[src/rtl/eq_coe_loader.sv]
// Coefficient table and serial load sequencer for the equalizer.
// Optional readback port: define EQ_COE_LOADER_READBACK_EN.
module eq_coe_loader #(
    parameter  int COE_WIDTH     = 16,
    parameter  int INV_COE_WIDTH = 8,
    parameter  int COE_NUM       = 17,
    parameter  int GAP           = 0,
    localparam int FW            = COE_WIDTH + INV_COE_WIDTH,
    localparam int AW            = $clog2(COE_NUM)
) (
    input  logic          clk,
    input  logic          reset,
    input  logic          i_wr_en,
    input  logic [AW-1:0] i_wr_addr,
    input  logic [FW-1:0] i_wr_data,
    input  logic          i_start,
    input  logic          i_abort,
    output logic          o_load_coe,
    output logic [FW-1:0] o_coedata,
    output logic          o_busy,
    output logic          o_done
`ifdef EQ_COE_LOADER_READBACK_EN
    ,
    input  logic [AW-1:0] i_rd_addr,
    output logic [FW-1:0] o_rd_data
`endif
);

    localparam logic [AW:0]   NUM    = (AW+1)'(COE_NUM);
    localparam logic [AW-1:0] LAST   = AW'(COE_NUM - 1);
    localparam logic [7:0]    GAP_M1 = 8'(GAP - 1);
    localparam logic [FW-1:0] IDENT  = FW'((1 << (FW - 3)) - 1);
    localparam bit            NO_GAP = (GAP == 0);

    typedef enum logic [1:0] {IDLE, SEND, WAIT, FLUSH} state_t;

    state_t        state;
    logic [FW-1:0] tbl [COE_NUM];
    logic [AW-1:0] idx;
    logic [7:0]    gcnt;
    logic          wr_ok;
    logic [FW-1:0] first_word;

    assign wr_ok = i_wr_en && ({1'b0, i_wr_addr} < NUM) && !o_busy;

    // A write to the last tap in the start cycle must reach the first pulse.
    assign first_word = (wr_ok && i_wr_addr == LAST) ? i_wr_data : tbl[LAST];

    // Coefficient table: identity on reset, writes only while idle.
    always_ff @(posedge clk) begin
        if (reset) begin
            for (int i = 0; i < COE_NUM; i++)
                tbl[i] <= (i == COE_NUM / 2) ? IDENT : '0;
        end else if (wr_ok) begin
            tbl[i_wr_addr] <= i_wr_data;
        end
    end

    // Load sequencer: last tap first, GAP idle cycles between pulses.
    always_ff @(posedge clk) begin
        if (reset) begin
            state      <= IDLE;
            idx        <= '0;
            gcnt       <= '0;
            o_load_coe <= 1'b0;
            o_coedata  <= '0;
            o_busy     <= 1'b0;
            o_done     <= 1'b0;
        end else begin
            o_load_coe <= 1'b0;
            o_coedata  <= '0;
            o_done     <= 1'b0;
            unique case (state)
                IDLE: begin
                    if (i_start && !i_abort && !o_done) begin
                        state      <= SEND;
                        idx        <= LAST;
                        o_load_coe <= 1'b1;
                        o_coedata  <= first_word;
                        o_busy     <= 1'b1;
                    end
                end
                SEND: begin
                    if (i_abort) begin
                        state  <= IDLE;
                        o_busy <= 1'b0;
                    end else if (idx == '0) begin
                        state <= FLUSH;
                    end else if (NO_GAP) begin
                        idx        <= idx - 1'b1;
                        o_load_coe <= 1'b1;
                        o_coedata  <= tbl[idx - 1'b1];
                    end else begin
                        state <= WAIT;
                        gcnt  <= GAP_M1;
                    end
                end
                WAIT: begin
                    if (i_abort) begin
                        state  <= IDLE;
                        o_busy <= 1'b0;
                    end else if (gcnt == '0) begin
                        state      <= SEND;
                        idx        <= idx - 1'b1;
                        o_load_coe <= 1'b1;
                        o_coedata  <= tbl[idx - 1'b1];
                    end else begin
                        gcnt <= gcnt - 1'b1;
                    end
                end
                FLUSH: begin
                    state  <= IDLE;
                    o_busy <= 1'b0;
                    o_done <= !i_abort;
                end
                default: begin
                    state  <= IDLE;
                    o_busy <= 1'b0;
                end
            endcase
        end
    end

`ifdef EQ_COE_LOADER_READBACK_EN
    // Registered table readback, zero for addresses past the last tap.
    always_ff @(posedge clk) begin
        if (reset)
            o_rd_data <= '0;
        else if ({1'b0, i_rd_addr} < NUM)
            o_rd_data <= tbl[i_rd_addr];
        else
            o_rd_data <= '0;
    end
`endif

endmodule

[config.mk]
export PLATFORM = sky130hd
export DESIGN_NAME = eq_coe_loader
export DESIGN_NICKNAME = d
export VERILOG_FILES = /design/src/rtl/eq_coe_loader.sv
export SDC_FILE = /design/constraint.sdc
export NUM_CORES = 1
export LEC_CHECK = 0
export CAP_MARGIN = 20
export CORE_UTILIZATION = 35
export CTS_CLUSTER_DIAMETER = 200
export CTS_CLUSTER_SIZE = 12
export DETAILED_ROUTE_END_ITERATION = 10
export GPL_TIMING_DRIVEN = 0
export HOLD_SLACK_MARGIN = 0.05
export SYNTH_ARGS = -nofsm -noshare
export SYNTH_HDL_FRONTEND = slang
export SYNTH_SLANG_ARGS = --single-unit
export TNS_END_PERCENT = 20
[constraint.sdc]
create_clock -name clk -period 3.6 [get_ports clk]
set_clock_uncertainty 0.2 [all_clocks]
set_input_delay 0.36 -clock clk [delete_from_list [all_inputs] [get_ports clk]]
set_output_delay 0.36 -clock clk [all_outputs]
set_load 0.005 [all_outputs]
# Word level (Yosys, flattened, before mapping)
# Memory sizes are Yosys's and may differ from the RTL's.
# Cells that the tools add are included.
# word_totals
register_bits	42
mem_bits_rw	408
out_inout_bits	27
word_cells	81
memories	1
# mem_list
name	depth	width	read_ports	rd_clocked_by_memory_dff	wr	line	rtl
tbl	17	24	2	0	17	38	logic [FW-1:0] tbl [COE_NUM];
# op_classes
addsub	2
order_cmp	1
eq_ne	12
n_mux	36
bitwise_logic	3
n_reduce_logical	19
# op_table
op	count
24-bit 2-to-1 mux	7
24-bit one-hot mux with 3 select lines	1
5-bit 2-to-1 mux	6
24-bit OR reduction	1
5-bit one-hot mux with 3 select lines	1
1-bit 2-to-1 mux	13
2-bit 2-to-1 mux	5
2-bit != test, second input constant	5
8-bit zero test	1
2-bit one-hot mux with 4 select lines	1
8-bit by 1-bit subtractor with 8-bit output, second input constant	1
3-bit != test, second input constant	2
1-bit one-hot mux with 3 select lines	2
3-bit AND reduction	2
6-bit AND reduction	1
5-bit == test, second input constant	1
1-bit logical AND	5
5-bit zero test	1
5-bit less-than comparator, second input constant	1
5-bit by 1-bit subtractor with 5-bit output, second input constant	1
2-bit == test, second input constant	2
2-bit OR reduction	2
1-bit zero test	3
1-bit NOT	3
other kinds (5)	5

# Longest topological paths before layout
# logic_depth
depth_word	8
depth_mapped	13
ltp_nobuf	7

# Worst setup path before layout
# OpenSTA, ideal clock, no wires.
# synth_path
kind	reg2reg
start	register idx[0]
end	register o_coedata[0]
setup_time_ps	132
t_arrival_ps	3004
t_required_ps	3268
setup_slack_ps	263
stages_incl_launch_ff	13
path_buffers	6
synth_period_minus_slack_ps	3337
cell_sequence	dfxtp_1 -> buf_2 -> buf_6 -> buf_4 -> buf_2 -> inv_1 -> ha_1 -> clkbuf_1 -> clkbuf_1 -> mux4_2 -> mux4_2 -> nand2_1 -> a31oi_1
# synth_via
elab_chain_cells	5
# synth_lines
item	line	rtl
start: declaration	39	logic [AW-1:0] idx;
start signal: assignment	90	idx <= idx - 1'b1;
start signal: assignment	104	idx <= idx - 1'b1;
5-bit by 1-bit subtractor with 5-bit output	92, 106	
memory 17 x 24 bit	-	
24-bit 2-to-1 mux, on equally long branches	102, 87	
24-bit 2-to-1 mux, on equally long branches	99, 84	
24-bit one-hot mux with 3 select lines *	73	unique case (state)
end signal: assignment	79	o_coedata <= first_word;
end signal: assignment	92	o_coedata <= tbl[idx - 1'b1];
end signal: assignment	106	o_coedata <= tbl[idx - 1'b1];
end: declaration	19	output logic [FW-1:0] o_coedata,
# Every way passes the cells marked *; elsewhere a longest branch is shown, timed or not.
# A chain may end at the register's enable or synchronous reset.

# Worst setup path after layout
# layout_path
start	register idx[0]
end	register o_coedata[4]
# Same word-level chain as after synthesis.

==> results.py <==
metrics = {
    "synthesis": {
        "synth-main-ff-cell": "edfxtp_1",
        "synth_cell_types": 51,
        "yosysTopAreaCell": "edfxtp_1",
        "yosys_warnings": 0,
        "yosysSeqAreaShare": 0.6992,
        "synth_edf_count": 768,
        "synth.top_cell.area_share": 0.6746,
        "synth_area_um2": 34190,
        "avgSynthCellArea_um2": 17.78,
        "synth.top_cells.by_count": "edfxtp_1, and2_1, mux4_2",
        "synth.most_common_cell": "edfxtp_1",
        "ys_seq_elements": 810,
        "netlist_top_cells_area": "edfxtp_1, mux4_2, and2_1, dfxtp_1, clkbuf_1",
        "syn_inst": 1923,
        "async_reset_ff_frac": 0,
    },
    "routing": {
        "avgViaCountPerCell": 4.920,
        "dr.pass1.iters": 5,
        "routed_wl_mm": 81.97,
        "ant_nets": 0,
        "vias": 18480,
        "drt_iter0_markers": 1551,
        "wl_per_cell_um": 21.82,
        "drc": 0,
    },
    "grt": {
        "grt_max_degree": 25,
        "grt_util_met3": 0.02681,
        "gr-usage-all-layers": 0.1679,
        "antenna_found_initial": 5,
        "grt_pass1_wl_mm": 121.5,
        "grt_util_met1": 0.2174,
        "first_global_vias": 19070,
        "busiest_layer": "met2",
        "grtUsageMet2": 0.2884,
        "overflow": 0,
    },
    "placed_design": {
        "place_area_um2": 37740,
        "dp_slack_ns": -1.812,
        "io_buffers": 57,
        "detailed_place_hpwl_mm": 56.00,
        "place_congestion": 0.8743,
    },
    "sta": {
        "tightest_slew_ns": 0.9844,
        "rsz0062_at_grt": "false",
        "final_max_slew_viol_count": 0,
        "min_period_ns": 3.529,
        "relSlewSlack": 0.3417,
        "setup_viol": 0,
        "setup_ws_ns": 0.07056,
        "post-route-period-util": 0.9804,
        "fmax_mhz": 283.3,
        "hold_violations": 0,
    },
    "layout": {
        "drive_gt1_frac": 0.1735,
        "syn_to_final_growth_pct": 17.56,
        "fin_nets": 2468,
        "fin_area_um2": 40190,
    },
    "power": {
        "p_clk_frac": 0.340,
        "comb_power_share": 0.163,
        "power.density_nw_per_um2": 552.1,
        "swShare": 0.2512,
        "p_switching_w": 0.005574,
        "vdd.ir_drop.worst_uv": 349.2,
        "p_seq_frac": 0.497,
        "internal_power_w": 0.01661,
        "p_leak_nw": 14.09,
    },
    "worst_setup_path": {
        "cp_cell_sequence": "buf_2 > buf_12 > buf_6 > inv_1 > ha_4 > clkbuf_8 > clkbuf_2 > mux4_2 > mux2_2 > o211ai_1 > a31oi_1",
        "worstPathRequired_ns": 3.86,
        "cp_max_fo": 10,
        "worst-setup-path-type": "reg -> reg",
        "slowest_delay_ns": 0.42,
        "crit_family": "buffers and inverters",
        "arrival_ns": 3.79,
        "slowest_stage": "clkbuf_2",
        "crit_buf_inv": 6,
        "worstSetupStartpointType": "register",
        "crit_path_end_kind": "register",
    },
    "status": {
        "status": "finished, final reports clean",
    },
    "cts": {
        "clk_latency_ns": 0.63,
        "cts_max_path_buffers": 3,
        "clock-sinks": 810,
        "cts_max_level": 3,
        "root_buffer": "clkbuf_16",
        "cts_made_buffers": 77,
        "cts_tree": "built",
        "clk_pin_slew_ns": 0.06,
    },
    "hold_path": {
        "hold_path_class": "in -> reg",
    },
    "die": {
        "fp.dieW_um": 314.5,
        "boundaryPins": 61,
        "die_h_um": 314.5,
        "design.core.area_um2": 96710,
        "fp.dieArea_um2": 98930,
        "initial_utilization": 0.3535,
        "rows": 114,
    },
    "run": {
        "drv_cap": 0,
    },
}
-- cell type report --
cell class              count  area, µm²
clock inverters             5      51.30
multi-input cells        1311      10970
well taps                1276       1597
fillers                  8741      56520
repair buffers             67      683.2
plain buffers             150      774.5
diodes                      2      5.005
inverters                  10      37.54
flip-flops and latches    810      23900
clock buffers             125       2171
-- final timing paths --
path         slack (ns)                 from                       to  cells past startpoint
min reg2reg        0.30  idx[1]$_SDFFE_PP0P_      idx[1]$_SDFFE_PP0P_                      2
max reg2reg        0.07  idx[0]$_SDFFE_PP0P_  o_coedata[4]$_SDFF_PP0_                     11
min                0.29              i_abort        o_done$_SDFF_PP0_                      2
max                0.07  idx[0]$_SDFFE_PP0P_  o_coedata[4]$_SDFF_PP0_                     11
-- through the flow --
step | hold slack [ns] | std cells | util | TNS [ns] | power [W]
2_1_floorplan | 0.2361 | 2282 | - | 0 | 0.01351
3_3_place_gp | 0.2715 | 3615 | 0.3899 | -61.79 | 0.01469
3_5_place_dp | 0.2853 | 3617 | 0.3902 | -52.67 | 0.01478
4_1_cts | 0.2419 | 3754 | 0.4154 | 0 | 0.02239
5_1_grt | 0.2816 | 3754 | 0.4155 | 0 | 0.02297
6_report | 0.2855 | 3756 | 0.4156 | 0 | 0.02219
-- layout by cell type (no fill, tap or decap), types with 6 or more instances in the layout --
master           count
edfxtp_1           768
conb_1             360
and2_1             340
mux4_2             216
clkbuf_1           130
clkbuf_16           80
nand2_1             58
clkdlybuf4s50_1     57
a31oi_1             47
nor3_1              46
dfxtp_1             42
buf_2               32
nor2_1              31
o211ai_1            25
mux2_2              24
mux2i_1             24
or3_1               22
and3_1              21
or2_2               19
buf_4               13
clkbuf_2             8
inv_1                7
clkbuf_8             6
a21oi_1              6
ha_1                 6
-- logic make-up (layout without fill, tap and decap cells) --
| kind of cell | Yosys count | in the layout | synth area share |
|---|---|---|---|
| DFF | 810 | 810 | 0.6992 |
| and+or+nand+nor | 576 | 576 | 0.09867 |
| muxes | 264 | 264 | 0.1572 |
| buffers and inverters | 161 | 357 | 0.02093 |
| AOI/OAI and AO/OA | 94 | 94 | 0.01834 |
| xor gates and xnor gates | 10 | 10 | 0.003001 |
| adders and majority gates | 7 | 7 | 0.002562 |
| other | 1 | 362 | 0.0001097 |
-- sequential cells by signal (all words and copies together), names as in the netlist --
register    cells
o_coedata      24
o_done          1
o_load_coe      1
idx             5
gcnt            8
state           2
tbl           768
o_busy          1
-- routing by layer --
layer	part of all wire	up-vias	wire (µm)
li1	-	8141	-
met1	0.41	9611	33280
met2	0.51	604	41490
met3	0.064	115	5205
met4	0.023	10	1914
met5	0.00084	-	69
-- power by group through the flow --
stage | Combinational [W] | Clock (W) | Sequential, W
floorplan | 0.00234 | 0 | 0.0112
global placement | 0.00350 | 0 | 0.0112
detailed placement | 0.00355 | 0 | 0.0112
CTS | 0.00365 | 0.00770 | 0.0110
global route | 0.00386 | 0.00803 | 0.0111
finish | 0.00362 | 0.00754 | 0.0110
-- timing repair --
item                                   CTS  global route
setup endpoints to repair               49             3
buffers inserted                         5             0
pin swaps                                4             0
endpoints found under the hold margin    3             0
gates resized for setup                 47             4
hold buffers                             3             0
(Power assumes the default switching activity.)
